$ cat config.mk
export PLATFORM = sky130hd
export DESIGN_NAME = ssit_ctrl
export DESIGN_NICKNAME = d
export VERILOG_FILES = /design/src/rtl/ssit_pkg.sv /design/src/rtl/ssit_req_fifo.sv /design/src/rtl/ssit_ctrl.sv
export SDC_FILE = /design/constraint.sdc
export NUM_CORES = 1
export LEC_CHECK = 0
export BUFFER_PORTS_ARGS = -buffer_cell sky130_fd_sc_hd__clkbuf_2
export CORE_AREA = 3 3 171 173
export CTS_CLUSTER_DIAMETER = 50
export DETAILED_ROUTE_END_ITERATION = 6
export DIE_AREA = 0 0 174 176
export PLACE_DENSITY = 0.46
export SLEW_MARGIN = 25
export SYNTH_ARGS = -nofsm -noshare
export SYNTH_HDL_FRONTEND = slang
export SYNTH_HIERARCHICAL = 1
export SYNTH_SLANG_ARGS = --single-unit
$ cat constraint.sdc
create_clock -name clock -period 5.2 [get_ports clock]
set_input_delay 0 -clock clock [delete_from_list [all_inputs] [get_ports clock]]
set_output_delay 0 -clock clock [all_outputs]
set_load 0.01 [all_outputs]
$ cat src/rtl/ssit_pkg.sv
// Shared types and widths for the SSIT update/maintenance controller.
package ssit_pkg;

  localparam int SSIT_IDX_W = 12;
  localparam int SSID_W     = 7;

  // Controller FSM states.
  typedef enum logic [2:0] {
    IDLE   = 3'd0,
    LOOKUP = 3'd1,
    RESP   = 3'd2,
    WRITE  = 3'd3,
    CLEAR  = 3'd4
  } ssit_ctrl_state_e;

  // One memory-order-violation report: the offending load/store pair.
  typedef struct packed {
    logic [SSIT_IDX_W-1:0] ld_idx;
    logic [SSIT_IDX_W-1:0] st_idx;
  } ssit_viol_req_t;

  // Merging two live store sets keeps the numerically smaller SSID.
  function automatic logic [SSID_W-1:0] ssid_min(input logic [SSID_W-1:0] a,
                                                 input logic [SSID_W-1:0] b);
    return (a < b) ? a : b;
  endfunction

endpackage

$ cat src/rtl/ssit_req_fifo.sv
// Synchronous FIFO holding pending violation reports.
// A push is taken only when the queue was not full at the start of the
// cycle, even if a pop happens in the same cycle.
module ssit_req_fifo
  import ssit_pkg::*;
#(
  parameter int FIFO_DEPTH = 4
) (
  input  logic           clock,
  input  logic           reset,
  input  logic           i_push,
  input  ssit_viol_req_t i_data,
  input  logic           i_pop,
  output ssit_viol_req_t o_data,
  output logic           o_full,
  output logic           o_empty
);

  localparam int AW = (FIFO_DEPTH > 1) ? $clog2(FIFO_DEPTH) : 1;
  localparam logic [AW:0] DEPTH_C = (AW+1)'(FIFO_DEPTH);

  ssit_viol_req_t r_mem [FIFO_DEPTH];
  logic [AW-1:0]  r_wptr;
  logic [AW-1:0]  r_rptr;
  logic [AW:0]    r_count;
  logic           w_push;
  logic           w_pop;

  assign w_push  = i_push && !o_full;
  assign w_pop   = i_pop && !o_empty;
  assign o_full  = (r_count == DEPTH_C);
  assign o_empty = (r_count == '0);
  assign o_data  = r_mem[r_rptr];

  // Payload storage; contents are don't-care until written.
  always_ff @(posedge clock) begin
    if (w_push) begin
      r_mem[r_wptr] <= i_data;
    end
  end

  // Pointers and occupancy; reset empties the queue immediately.
  always_ff @(posedge clock or posedge reset) begin
    if (reset) begin
      r_wptr  <= '0;
      r_rptr  <= '0;
      r_count <= '0;
    end else begin
      if (w_push) begin
        r_wptr <= r_wptr + 1'b1;
      end
      if (w_pop) begin
        r_rptr <= r_rptr + 1'b1;
      end
      case ({w_push, w_pop})
        2'b10:   r_count <= r_count + 1'b1;
        2'b01:   r_count <= r_count - 1'b1;
        default: r_count <= r_count;
      endcase
    end
  end

endmodule

$ cat src/rtl/ssit_ctrl.sv
// SSIT update and maintenance controller.
// Queues load/store violation reports, looks up both SSIDs, applies the
// store-set merge rule and writes the result back to both SSIT entries.
// Optional feature macro: SSIT_CYCLIC_CLEAR_EN enables the periodic flash
// clear of SSIT and LFST (period 2^CLR_PERIOD_LOG2 cycles).
//
// Handshake: a report is transferred on any clock edge where viol_vld_i and
// viol_rdy_o are both high; viol_rdy_o depends only on queue occupancy, and
// the source may change the payload freely when no transfer occurs.
module ssit_ctrl
  import ssit_pkg::*;
#(
  parameter int FIFO_DEPTH      = 4,
  parameter int CLR_PERIOD_LOG2 = 20
) (
  input  logic                  clock,
  input  logic                  reset,
  input  logic                  viol_vld_i,
  output logic                  viol_rdy_o,
  input  logic [SSIT_IDX_W-1:0] viol_ld_idx_i,
  input  logic [SSIT_IDX_W-1:0] viol_st_idx_i,
  output logic [SSIT_IDX_W-1:0] ssit_ridx0_o,
  output logic [SSIT_IDX_W-1:0] ssit_ridx1_o,
  input  logic [SSID_W-1:0]     ssit_rssid0_i,
  input  logic [SSID_W-1:0]     ssit_rssid1_i,
  input  logic                  ssit_rvld0_i,
  input  logic                  ssit_rvld1_i,
  output logic [SSIT_IDX_W-1:0] ssit_widx0_o,
  output logic [SSIT_IDX_W-1:0] ssit_widx1_o,
  output logic [SSID_W-1:0]     ssit_wssid_o,
  output logic                  ssit_we_o,
  output logic                  ssit_clr_o,
  output logic                  lfst_flush_o,
  output logic                  busy_o,
  output logic [2:0]            dbg_state_o
);

  ssit_ctrl_state_e      r_state;
  ssit_ctrl_state_e      w_next_state;
  ssit_viol_req_t        r_req;
  ssit_viol_req_t        w_fifo_data;
  ssit_viol_req_t        w_push_data;
  logic                  w_full;
  logic                  w_empty;
  logic                  w_pop;
  logic                  w_clr_pending;
  logic [SSIT_IDX_W-1:0] r_widx0;
  logic [SSIT_IDX_W-1:0] r_widx1;
  logic [SSID_W-1:0]     r_wssid;
  logic                  r_skip;
  logic [SSID_W-1:0]     r_alloc;
  logic [SSID_W-1:0]     w_merge_ssid;
  logic                  w_merge_skip;
  logic                  w_alloc_use;

  assign w_push_data.ld_idx = viol_ld_idx_i;
  assign w_push_data.st_idx = viol_st_idx_i;

  ssit_req_fifo #(
    .FIFO_DEPTH(FIFO_DEPTH)
  ) u_fifo (
    .clock   (clock),
    .reset   (reset),
    .i_push  (viol_vld_i),
    .i_data  (w_push_data),
    .i_pop   (w_pop),
    .o_data  (w_fifo_data),
    .o_full  (w_full),
    .o_empty (w_empty)
  );

`ifdef SSIT_CYCLIC_CLEAR_EN
  logic [CLR_PERIOD_LOG2-1:0] r_period;
  logic                       r_clr_pending;

  // Free-running period counter; its wrap arms a pending clear that is
  // honoured only from IDLE, so an in-flight request always finishes first.
  always_ff @(posedge clock or posedge reset) begin
    if (reset) begin
      r_period      <= '0;
      r_clr_pending <= 1'b0;
    end else begin
      r_period <= r_period + 1'b1;
      if (r_period == '1) begin
        r_clr_pending <= 1'b1;
      end else if (r_state == CLEAR) begin
        r_clr_pending <= 1'b0;
      end
    end
  end

  assign w_clr_pending = r_clr_pending;
  assign ssit_clr_o    = (r_state == CLEAR);
  assign lfst_flush_o  = (r_state == CLEAR);
`else
  logic w_unused_cfg;
  assign w_unused_cfg  = (CLR_PERIOD_LOG2 > 0);
  assign w_clr_pending = 1'b0;
  assign ssit_clr_o    = 1'b0;
  assign lfst_flush_o  = 1'b0;
`endif

  // FSM state register.
  always_ff @(posedge clock or posedge reset) begin
    if (reset) begin
      r_state <= IDLE;
    end else begin
      r_state <= w_next_state;
    end
  end

  // Next-state logic, queue pop and write strobe.
  always_comb begin
    w_next_state = r_state;
    w_pop        = 1'b0;
    ssit_we_o    = 1'b0;
    case (r_state)
      IDLE: begin
        if (w_clr_pending) begin
          w_next_state = CLEAR;
        end else if (!w_empty) begin
          w_pop        = 1'b1;
          w_next_state = LOOKUP;
        end
      end
      LOOKUP:  w_next_state = RESP;
      RESP:    w_next_state = WRITE;
      WRITE: begin
        ssit_we_o    = !r_skip;
        w_next_state = IDLE;
      end
      CLEAR:   w_next_state = IDLE;
      default: w_next_state = IDLE;
    endcase
  end

  // Store-set merge rule applied to the lookup response.
  always_comb begin
    w_merge_ssid = r_alloc;
    w_merge_skip = 1'b0;
    w_alloc_use  = 1'b0;
    case ({ssit_rvld0_i, ssit_rvld1_i})
      2'b00: begin
        w_merge_ssid = r_alloc;
        w_alloc_use  = 1'b1;
      end
      2'b10:   w_merge_ssid = ssit_rssid0_i;
      2'b01:   w_merge_ssid = ssit_rssid1_i;
      default: begin
        if (ssit_rssid0_i == ssit_rssid1_i) begin
          w_merge_ssid = ssit_rssid0_i;
          w_merge_skip = 1'b1;
        end else begin
          w_merge_ssid = ssid_min(ssit_rssid0_i, ssit_rssid1_i);
        end
      end
    endcase
  end

  // Request holding register (drives lookup indices) and write-port
  // registers; both hold their value until the next strobe.
  always_ff @(posedge clock or posedge reset) begin
    if (reset) begin
      r_req   <= '0;
      r_widx0 <= '0;
      r_widx1 <= '0;
      r_wssid <= '0;
      r_skip  <= 1'b0;
    end else begin
      if (w_pop) begin
        r_req <= w_fifo_data;
      end
      if (r_state == RESP) begin
        r_skip <= w_merge_skip;
        if (!w_merge_skip) begin
          r_widx0 <= r_req.ld_idx;
          r_widx1 <= r_req.st_idx;
          r_wssid <= w_merge_ssid;
        end
      end
    end
  end

  // SSID allocator: advances on each fresh allocation, wraps freely.
  always_ff @(posedge clock or posedge reset) begin
    if (reset) begin
      r_alloc <= '0;
`ifdef SSIT_CYCLIC_CLEAR_EN
    end else if (r_state == CLEAR) begin
      r_alloc <= '0;
`endif
    end else if ((r_state == RESP) && w_alloc_use) begin
      r_alloc <= r_alloc + 1'b1;
    end
  end

  assign viol_rdy_o   = !w_full;
  assign busy_o       = (r_state != IDLE) || !w_empty;
  assign ssit_ridx0_o = r_req.ld_idx;
  assign ssit_ridx1_o = r_req.st_idx;
  assign ssit_widx0_o = r_widx0;
  assign ssit_widx1_o = r_widx1;
  assign ssit_wssid_o = r_wssid;
  assign dbg_state_o  = r_state;

endmodule

# == After elaboration in Yosys (flattened, before gate mapping) ==
# Memory sizes are Yosys's and may differ from the RTL's. A register that Yosys moved wholly into a read port is not among the register bits.
# Cells that the tools add are included.
# word_totals
reg_bits,49
mem_bits_rw,96
in_bits,43
out_inout_bits,63
wordCells,55
mem_count,1
# mem_list
memory,depth,width,read_ports,rd_clocked_by_memory_dff,wr,line_no,rtl
u_fifo.r_mem,4,24,1,1,1,ssit_req_fifo.sv:22,ssit_viol_req_t r_mem [FIFO_DEPTH];
# op_classes
n_addsub,5
n_lt_le_gt_ge,1
n_eq_ne,10
mux,14
n_bitwise,1
n_reduce_logical,14
# ops
cell,n
7-bit one-hot mux with 3 select lines,1
7-bit two-way mux,2
3-bit one-hot mux with 3 select lines,1
1-bit two-way mux,8
"7-bit by 1-bit adder with 7-bit output, second input constant",1
7-bit == test,1
7-bit < comparator,1
"3-bit by 2-bit == test with 1-bit output, second input constant",2
3-bit zero test,2
3-bit one-hot mux with 2 select lines,1
"2-bit by 1-bit adder with 2-bit output, second input constant",2
"2-bit by 1-bit == test with 1-bit output, second input constant",2
"2-bit == test, second input constant",2
"3-bit by 1-bit adder with 3-bit output, second input constant",1
"3-bit by 1-bit == test with 1-bit output, second input constant",1
"3-bit == test, second input constant",1
1-bit logical AND,3
1-bit zero test,3
3-bit two-way mux,1
3-bit nonzero test,1
3-bit OR reduction,1
"3-bit by 1-bit subtractor with 3-bit output, second input constant",1
2-bit zero test,1
"2-bit != test, second input constant",1
4 further kinds,4

# == Logic depth before layout (Yosys ltp) ==
# Gate-level depths: netlist (run 1).
# depth
word_depth,6
mapped_depth,12
ltp_nobuf,11

# == By module ==
# Netlist (run 1), hierarchy kept.
# by_module_without_submodules
module,instances,cells_per_inst,area_each_um2,seq_area_each_um2
ssit_req_fifo,1,164,3937.5,3057.9
ssit_ctrl,1,290,3031.7,1626.6

# == Least setup slack after synthesis (run 1) ==
# OpenSTA, ideal clock, no wires.
# synth_timing
kind,reg-to-reg
start,reg r_state[0] (netlist: dbg_state_o[0])
end,reg u_fifo.r_count[2]
setup_ns,0.079
arrival_ns,2.553
required_ns,5.121
setup_slack_ns,2.568
path_stages_with_launch,13
n_path_buf,1
synth_period_minus_slack_ns,2.632
cell_sequence,dfrtp_1 -> inv_1 -> ha_1 -> inv_1 -> nor2_1 -> buf_2 -> o31a_1 -> ha_1 -> inv_1 -> fa_1 -> xor2_1 -> nor2_1 -> xor2_1
# synth_between
elab_chain_cells,5
word_cells_on_any_way,7
cone_classes,eq/ne (2); mux (2); reduce/logical (3)
# synth_rtl
item,line_no,rtl
start: declaration,ssit_ctrl.sv:38,ssit_ctrl_state_e r_state;
start signal: assignment,ssit_ctrl.sv:108,r_state <= w_next_state;
3-bit zero test *,ssit_ctrl.sv:117,case (r_state)
1-bit two-way mux *,ssit_ctrl.sv:117,
net w_pop,ssit_ctrl.sv:45,logic w_pop;
1-bit logical AND *,ssit_req_fifo.sv:30,assign w_pop = i_pop && !o_empty;
net u_fifo.w_pop,ssit_req_fifo.sv:27,logic w_pop;
2-bit by 1-bit == test with 1-bit output or 2-bit == test (tied branches),ssit_req_fifo.sv:55,"case ({w_push, w_pop})"
3-bit one-hot mux with 2 select lines or 2-bit nonzero test (tied branches),--,
end signal: assignment,ssit_req_fifo.sv:56,2'b10: r_count <= r_count + 1'b1;
end signal: assignment,ssit_req_fifo.sv:57,2'b01: r_count <= r_count - 1'b1;
end signal: assignment,ssit_req_fifo.sv:58,default: r_count <= r_count;
end: declaration,ssit_req_fifo.sv:25,logic [AW:0] r_count;
# The timed path passes the listed nets; every way through them passes the cells marked *.
# A chain may end at the register's enable or synchronous reset.

# == Worst setup path after layout (run 1) ==
# layout_timing
start,in ssit_rssid1_i[6]
end,reg r_wssid[2] (netlist: ssit_wssid_o[2])
# layout_between
elab_chain_cells,5
word_cells_on_any_way,9
cone_classes,order compare (1); eq/ne (1); mux (5); bitwise (1); reduce/logical (1)
# layout_rtl
item,line_no,rtl
start: declaration,ssit_ctrl.sv:25,"input logic [SSID_W-1:0] ssit_rssid1_i,"
branches (longest 5 deep; another with 7-bit < comparator),--,
end signal: assignment,ssit_ctrl.sv:178,r_wssid <= w_merge_ssid;
end: declaration,ssit_ctrl.sv:49,logic [SSID_W-1:0] r_wssid;
# Several ways; the timed one is not identified.

==> results.yml, run 1 <==
logic_synthesis:
  synth_ff_type: "edfxtp_1"
  postSynthCellCount: 454
  synth-seq-area-share_pct: 67.22
  yosysWarningCount: 6
  synthDistinctLibCells: 43
  synth-edff-count: 96
  async_flop_share_pct: 42.86
  synth_area_um2: 6969
  ys_seq_elements: 168
  synth_area_per_cell_um2: 15.35
clock_tree:
  cts.sinks: 168
  cts.clk_slew.worst_paths_ps: 60
  cts_inserted_buffers: 17
  ctsLongestPathBuffers: 2
  htreeDepth: 4
  clock_latency_ps: 410
  tritoncts: "yes"
  post-cts-setup-buffers: 0
  cts-root-buf: "clkbuf_16"
  cts_resized: 0
worst_setup_path:
  cp-start-kind: "primary input"
  cp-end-kind: "flip-flop"
  startpoint: "ssit_rssid1_i[6]"
  path_class: "in -> reg"
  reg2regPathDepth: 11
  cp.required_ps: 5540
  r2r_start: "dbg_state_o[0]"
  crit_arrival_ps: 3340
  cp_max_fo: 29
timing:
  fin_setup_tns_ps: 0
  period_minus_slack_ps: 2998
  finalMaxSlewViolations: 0
  min_period_over_period_pct: 57.66
  worst_hold_slack_ps: 54.15
  skew_ps: 6.675
  rsz0062_at_grt: "false"
  worst_pin_slew_ps: 926.2
  slew_headroom_pct: 38.02
  hold_viol: 0
  finalSetupViolCount: 0
  maxClockFrequency_mhz: 333.5
  setup_ws_ps: 2202
run:
  drv_cap: 0
power_and_ir_drop:
  worst_ir_drop_vdd_mv: 0.2200
  p_leak_nw: 3.624
  powerDensity_nw_per_um2: 572.2
hold_path:
  worstHoldStart: "viol_vld_i"
  holdPathStages: 3
  hp-class: "in -> reg"
floorplan:
  io_pins: 106
  coreArea_um2: 27780
  die-area_um2: 30620
  rows: 61
  start_util_pct: 25.09
  die_h_um: 176
  die_x_um: 174
placement:
  place_inst: 924
  gp_congestion: 0.7867
  hpwlAfterDp_um: 11000
  preCtsSetupSlack_ps: 2275
  io_buffers: 102
  placed_area_um2: 7886
grt:
  antenna_found_initial: 0
  gr-total-overflow: 0
  grt_pass1_vias: 4375
  grt_max_degree: 66
  grt_pass1_wl_um: 25340
  grt_usage_pct: 10.75
cells_and_area:
  finalInstanceArea_um2: 8830
  final_nets: 665
  syn_to_final_growth_pct: 26.70
  drive_gt1_share_pct: 30.79
  fin_cells: 995
  diodes: 0
detailed_routing:
  viasPerCell: 4.168
  avgRoutedWirePerCell_um: 15.93
  antenna_left: 0
  vias: 4147
  drt_iter0_drc: 312
  drt_wl_total_um: 15850
  drc: 0
  first_pass_iters: 4
status:
  status: "finished clean"
## state kept, by name, indices dropped and copies added, names as in the netlist
| name | count |
|---|---|
| r_alloc | 7 |
| ssit_ridx0_o | 12 |
| u_fifo/r_count | 3 |
| ssit_widx0_o | 12 |
| u_fifo/r_rptr | 2 |
| dbg_state_o | 2 |
| u_fifo/r_wptr | 2 |
| ssit_widx1_o | 12 |
| ssit_wssid_o | 7 |
| u_fifo/r_mem | 96 |
| r_skip | 1 |
| ssit_ridx1_o | 12 |
## kinds of logic after synthesis
family | Yosys count | synth area share, %
flops | 168 | 67.22
simple gates | 121 | 7.504
mux | 59 | 13.57
buf+inv | 38 | 3.124
compound gates | 37 | 3.681
fa+ha+maj | 18 | 3.339
xor+xnor | 12 | 1.508
other cells | 1 | 0.05381
## layout by cell type (no fill, tap or decap), drive strengths merged, types with 2 or more instances in the layout
master | Yosys | final
ha | 17 | 17
mux2 | 26 | 26
inv | 19 | 24
dlygate4sd3 | 0 | 39
clkbuf | 1 | 121
a21oi | 9 | 9
xor2 | 6 | 6
nand2 | 86 | 86
clkinv | 0 | 5
conb | 1 | 3
a31oi | 5 | 5
clkinvlp | 0 | 2
o21ai | 14 | 14
nand4 | 2 | 2
xnor2 | 6 | 6
nor2b | 4 | 4
nor3b | 3 | 3
o22ai | 2 | 2
and2 | 4 | 4
edfxtp | 96 | 96
nor2 | 13 | 13
mux2i | 9 | 9
and4 | 2 | 2
buf | 18 | 7
mux4 | 24 | 24
nand3 | 4 | 4
dfrtp | 72 | 72
## final cells by class
| cell class | instances | area, µm² |
|---|---|---|
| Sequential cell | 168 | 4686 |
| Fill cell | 2780 | 18950 |
| Multi-Input combinational cell | 250 | 2093 |
| Tap cell | 378 | 473.0 |
| Inverter | 19 | 71.32 |
| Clock inverter | 13 | 120.1 |
| Clock buffer | 19 | 432.9 |
| Timing Repair Buffer | 148 | 953.4 |
## synth_stat cells, types with 2 or more instances
master | count | share of area (%)
mux4_1 | 6 | 2.3
buf_4 | 4 | 0.43
inv_1 | 19 | 1.0
mux4_2 | 18 | 5.8
nand4_1 | 2 | 0.18
buf_2 | 10 | 0.72
nor2_1 | 13 | 0.70
xnor2_1 | 6 | 0.75
xor2_1 | 6 | 0.75
dfrtp_1 | 72 | 26
mux2i_1 | 9 | 1.3
nor2b_1 | 3 | 0.27
buf_12 | 2 | 0.57
a31oi_1 | 5 | 0.45
and2_1 | 4 | 0.36
ha_1 | 17 | 3.1
o22ai_1 | 2 | 0.18
edfxtp_1 | 96 | 41
nand3_1 | 4 | 0.29
buf_6 | 2 | 0.32
a21oi_1 | 9 | 0.65
o21ai_0 | 12 | 0.86
nand2_1 | 86 | 4.6
nor3b_1 | 2 | 0.22
o21ai_1 | 2 | 0.14
mux2_2 | 26 | 4.2
## metal layers
metal | vias to the layer above | GRT usage (%) | wire length, µm
li1 | 1941 | - | -
met1 | 2112 | 13.33 | 7011
met2 | 81 | 18.22 | 7891
met3 | 13 | 3.333 | 737
met4 | 0 | 2.983 | 212
met5 | - | 0 | 0
## where the power goes
part	leakage, nW	switching, W	internal (W)	total (W)
combinational	1.61	0.000875	0.000804	0.00168
sequential	1.75	0.000326	0.00186	0.00219
clock	0.263	0.000518	0.000665	0.00118
## repair_timing
item                                   in CTS  in global routing
hold buffers                               39                  0
setup endpoints to repair                   0                  0
endpoints found under the hold margin     175                  0
## worst paths after layout
kind	endpoint	slack, ps
setup reg to reg	u_fifo/r_count[2]	2330
max in group asynchronous	ssit_widx0_o[7]	4170
setup / recovery	ssit_wssid_o[2]	2200
min in group asynchronous	u_fifo/r_wptr[1]	120
hold / removal	u_fifo/r_wptr[0]	50
hold reg to reg	ssit_widx0_o[10]	480
## metrics by stage
stage	total power (W)	util [%]
3_5_place_dp	0.003880	28.39
2_1_floorplan	0.003258	-
5_1_grt	0.005407	31.78
4_1_cts	0.005158	31.78
3_3_place_gp	0.003824	28.39
6_report	0.005052	31.78
## worst max-delay path: stages
cell and delay [ps]:
dlygate4sd3_1 520, clkbuf_2 130, inv_1 50, ha_1 370
and4_4 260, nand4_1 300, o21ai_4 840, a31oi_1 100
a21oi_1 190, dlygate4sd3_1 580
Note: power is estimated with default switching activity, not from simulation.
==> run 2, diff against run 1 <==
- PLACE_DENSITY: 0.46 -> 0.48
- clock period: 5.2 -> 2.69 ns (I/O delays scaled with it)
==> run 2 against run 1 <==
Effect of this change:
- global-route usage down 0.10 points
- utilization up 0.58 points
- first-iteration DRC count down 38%
- count of clock-buffer cells in the layout down 1
- clock power up 110%
==> results.yml, run 2 (synthesized netlist as in run 1, its figures left out) <==
status:
  status: "finished clean"
cells_and_area:
  largest_register_ffs: 96
  top_register: "u_fifo/r_mem"
  drive_gt1_share_pct: 32.70
  final_nets: 675
  nFillCells: 2809
  most-common-layout-cells: "102 x clkbuf_2, 96 x edfxtp_1, 86 x nand2_1"
  syn_to_final_growth_pct: 29.01
  final_common_cell: "clkbuf_2"
  seq_area_um2: 4686
  multi_input_area_um2: 2088
  diodes: 0
detailed_routing:
  drc: 0
  drt_wl_total_um: 15750
  vias: 4174
  avgRoutedWirePerCell_um: 15.67
  viasPerCell: 4.153
  drt_iter0_drc: 195
  antenna_left: 0
  first_pass_iters: 4
run:
  drv_cap: 0
placement:
  hpwlAfterDp_um: 11260
  gp_congestion: 0.7985
  io_buffers: 102
hold_path:
  hp-class: "in -> reg"
timing:
  hold_viol: 0
  period_minus_slack_ps: 2505
  slew_headroom_pct: 62.01
  maxClockFrequency_mhz: 399.2
  finalSetupViolCount: 0
  worst_hold_slack_ps: 62.15
  skew_ps: 10.85
  fin_setup_tns_ps: 0
  min_period_over_period_pct: 93.13
  finalMaxSlewViolations: 0
  rsz0062_at_grt: "false"
  worst_pin_slew_ps: 569.9
grt:
  grt_max_degree: 43
  antenna_found_initial: 1
  gr-total-overflow: 0
  grt_usage_pct: 10.65
  grt_pass1_wl_um: 25140
  grt_pass1_vias: 4305
floorplan:
  die_x_um: 174
  rows: 61
  start_util_pct: 25.09
  die_h_um: 176
  die-area_um2: 30620
  io_pins: 106
  coreArea_um2: 27780
clock_tree:
  cts-root-buf: "clkbuf_16"
  cts_inserted_buffers: 17
  tritoncts: "yes"
  clock_latency_ps: 420
  htreeDepth: 4
  cts.clk_slew.worst_paths_ps: 70
  cts.sinks: 168
  ctsLongestPathBuffers: 2
  cts_resized: 0
power_and_ir_drop:
  worst_ir_drop_vdd_mv: 0.4013
  powerDensity_nw_per_um2: 1123
  p_leak_nw: 3.713
worst_setup_path:
  cpMaxStageDelayCell: "dlygate4sd3_1"
  cp-start-kind: "primary input"
  slowest_delay_ps: 560
  path_class: "in -> reg"
  path_cells: "dlygate4sd3_1, clkbuf_2, inv_1, ha_1, and4_4, a21boi_4, a2111o_1, a31oi_1, a21oi_1, dlygate4sd3_1"
  cp_max_fo: 7
  cp-end-kind: "flip-flop"
  r2r_slack_ps: 410
  path_common_cell: "dlygate4sd3_1"
  crit_arrival_ps: 2810
  cp.required_ps: 2990
-- run 2: worst paths after layout --
kind | from | to | cells past startpoint
setup / recovery | ssit_rssid1_i[6] | ssit_wssid_o[2] | 10
hold / removal | viol_vld_i | u_fifo/r_wptr[0] | 3
setup reg to reg | dbg_state_o[0] | u_fifo/r_count[2] | 11
hold reg to reg | ssit_widx0_o[8] | ssit_widx0_o[8] | 2
max in group asynchronous | reset | ssit_widx0_o[11] | 4
min in group asynchronous | reset | u_fifo/r_wptr[0] | 3
-- run 2: where the power goes --
part	internal [W]	total (W)	switching, W
clock	0.00144	0.00252	0.00108
combinational	0.00165	0.00343	0.00178
sequential	0.00360	0.00414	0.000537
total	0.00669	0.0101	0.00340
-- run 2: routing by layer --
layer  vias up  GRT usage, %  wire length (µm)
li1       1955             -                 -
met1      2113         13.81              7185
met2        94         17.39              7717
met3        10         3.161               701
met4         2         3.050               131
met5         -             0                13
-- run 2: repair_timing --
action / 4_1_cts / 5_1_grt
hold buffers: 39 / 0
setup endpoints to repair: 0 / 6
hold endpoints to repair: 175 / 0
buffers inserted: 0 / 1
-- run 2: stage by stage --
step                      power (W)  cells  setup WS, ps  instance area, µm²  util (%)
final                       0.01009   1005         184.7                8991     32.36
after global routing        0.01077   1005         100.5                8991     32.36
after CTS                   0.01030   1004         93.82                8984     32.34
after detailed placement   0.007600    933         430.5                7974     28.70
after global placement     0.007495    933         521.7                7974     28.70
after floorplan            0.006298    456         58.00                6977         -
-- run 2: area by class of cell --
type,count,area share (%)
Sequential cell,168,52.12
Timing Repair Buffer,158,11.72
Clock buffer,18,4.884
Clock inverter,14,2.004
Inverter,19,0.7932
Multi-Input combinational cell,250,23.23
Tap cell,378,5.260
-- run 2: critical path: cells and delay by family --
kind / cells / cell delay (ps)
buffers and inverters: 4 / 1300
AOI/OAI and AO/OA: 4 / 950
adders and majority gates: 1 / 340
and+or+nand+nor: 1 / 220
==> run 3, diff against run 2 <==
--- a/config.mk
+++ b/config.mk
@@ -7,8 +7,8 @@
 export LEC_CHECK = 0
 export BUFFER_PORTS_ARGS = -buffer_cell sky130_fd_sc_hd__clkbuf_2
-export CORE_AREA = 3 3 171 173
+export CORE_AREA = 8 8 176 178
 export CTS_CLUSTER_DIAMETER = 50
 export DETAILED_ROUTE_END_ITERATION = 6
-export DIE_AREA = 0 0 174 176
+export DIE_AREA = 0 0 184 186
 export PLACE_DENSITY = 0.48
 export SLEW_MARGIN = 25
==> constraint.sdc (replaced) <==
create_clock -name clock -period 2.69 [get_ports clock]
set_input_delay 0.4035 -clock clock [delete_from_list [all_inputs] [get_ports clock]]
set_output_delay 0.4035 -clock clock [all_outputs]
set_load 0.01 [all_outputs]
==> run 3 against run 2 <==
Effect of this change:
- non-clock buffer count decreased by 40
- global-route usage decreased by 0.70 points
- combinational power decreased by 3%
- hold slack improved by 130 ps
- register-to-register slack about the same
- count of clock-buffer cells in the layout decreased by 1
==> results.yml, run 3 (synthesized netlist as in run 1, its figures left out) <==
worst_setup_path:
  critPathTopFamily: "adder cells"
  r2r-end: "u_fifo/r_count[2]"
  reg2regPathDepth: 11
  cp-start-kind: "flip-flop"
  cp.required_ps: 3030
  slowest_delay_ps: 420
  path_common_cell: "inv_1"
  r2r_start: "dbg_state_o[0]"
  r2r_slack_ps: 410
  cp.buffers_inverters: 3
  cpMaxStageDelayCell: "dfrtp_1"
  path_cells: "inv_1, ha_1, inv_1, nor2_2, o31a_1, ha_1, inv_1, fa_1, xor2_1, nor2_1, xor2_1"
  path_class: "reg -> reg"
  cp-end-kind: "flip-flop"
  cp_max_fo: 4
  crit_arrival_ps: 2620
clock_tree:
  cts.sinks: 168
  ctsLongestPathBuffers: 2
  cts.clk_slew.worst_paths_ps: 70
  clock_latency_ps: 420
  htreeDepth: 4
  post-cts-setup-buffers: 0
  hold_buffers: 1
  tritoncts: "yes"
  cts-root-buf: "clkbuf_16"
  cts_resized: 0
  cts_inserted_buffers: 17
floorplan:
  rows: 62
  coreArea_um2: 28240
  die_x_um: 184
  die_h_um: 186
  start_util_pct: 24.68
  io_pins: 106
  die-area_um2: 34220
detailed_routing:
  antenna_left: 0
  drc: 0
  avgRoutedWirePerCell_um: 17.10
  vias: 4068
  drt_wl_total_um: 16620
  drt_iter0_drc: 316
  first_pass_iters: 4
  viasPerCell: 4.185
cells_and_area:
  most-common-layout-cells: "102 x clkbuf_2, 96 x edfxtp_1, 86 x nand2_1"
  drive_gt1_share_pct: 34.58
  seq_area_um2: 4686
  top_register: "u_fifo/r_mem"
  fin_util_pct: 30.54
  final_common_cell: "clkbuf_2"
  largest_register_ffs: 96
  final_nets: 635
  nFillCells: 2840
  multi_input_area_um2: 2081
  syn_to_final_growth_pct: 23.73
hold_path:
  holdPathStages: 1
  min_to: "u_fifo/r_mem[3][22]"
  hp-class: "in -> reg"
  worstHoldStart: "viol_ld_idx_i[10]"
timing:
  worst_pin_slew_ps: 686.8
  hold_viol: 0
  finalSetupViolCount: 0
  rsz0062_at_grt: "false"
  maxClockFrequency_mhz: 438.6
  fin_setup_tns_ps: 0
  period_minus_slack_ps: 2280
  min_period_over_period_pct: 84.77
  finalMaxSlewViolations: 0
  slew_headroom_pct: 54.15
  worst_hold_slack_ps: 196.2
  skew_ps: 10.37
grt:
  grt_pass1_wl_um: 25970
  grt_util_met1_pct: 12.05
  gr-total-overflow: 0
  grt_max_degree: 39
  antenna_found_initial: 1
  grt_use_met2_pct: 16.48
  met3_usage_pct: 3.572
  grt_pass1_vias: 4380
  grt_usage_pct: 9.949
  grt-busiest-layer: "met2"
placement:
  io_buffers: 102
  hpwlAfterDp_um: 11900
  gp_congestion: 0.7747
status:
  status: "finished clean"
power_and_ir_drop:
  powerDensity_nw_per_um2: 1155
  worst_ir_drop_vdd_mv: 0.3765
  p_leak_nw: 3.546
  finalPower_w: 0.009956
run:
  drv_cap: 0
## run 3: cell types whose count changed in the layout (fill, tap and decap cells not counted)
cell,change
buf_12,+3
buf_4,-5
bufinv_16,-2
clkbuf_8,-1
clkinv_4,-1
clkinv_8,+5
diode_2,+1
dlygate4sd3_1,-38
inv_8,-1
o21ai_2,+1
o21ai_4,-1
## run 3: metal layers
| metal | vias up | routed length, µm |
|---|---|---|
| met5 | - | 10 |
| met4 | 2 | 147 |
| met3 | 9 | 1110 |
| met2 | 91 | 8212 |
| met1 | 2073 | 7138 |
| li1 | 1893 | - |
## run 3: worst max-delay path by stage
stage | cells past startpoint | endpoint | start
after floorplan | 12 | u_fifo/r_count[2] | dbg_state_o[0]
after global placement | 9 | ssit_widx1_o[10] | ssit_rssid1_i[6]
after detailed placement | 9 | ssit_widx1_o[6] | ssit_rssid1_i[6]
after CTS | 11 | u_fifo/r_count[2] | dbg_state_o[0]
after global routing | 11 | u_fifo/r_count[2] | dbg_state_o[0]
final | 11 | u_fifo/r_count[2] | dbg_state_o[0]
## run 3: metrics by stage
stage / instances / worst slack, ps / area [µm²]
after CTS: 971 / 390.0 / 8621
after global routing: 971 / 253.7 / 8621
final: 972 / 409.8 / 8623
after floorplan: 456 / 58.00 / 6977
after detailed placement: 938 / 251.5 / 8004
after global placement: 938 / 365.6 / 8004
## run 3: area by class of cell
class                      count  share of cell area, %
antenna                        1                0.02902
clock buffer                  17                  4.933
clock inverter                15                  2.104
inverter                      19                 0.8270
multi-input combinational    250                  24.13
sequential                   168                  54.34
tap                          384                  5.572
timing repair buffer         118                  8.067
## run 3: report_power, final
| group | internal, W | switching (W) |
|---|---|---|
| Sequential | 0.00360 | 0.000591 |
| Clock | 0.00126 | 0.00116 |
| Combinational | 0.00156 | 0.00178 |
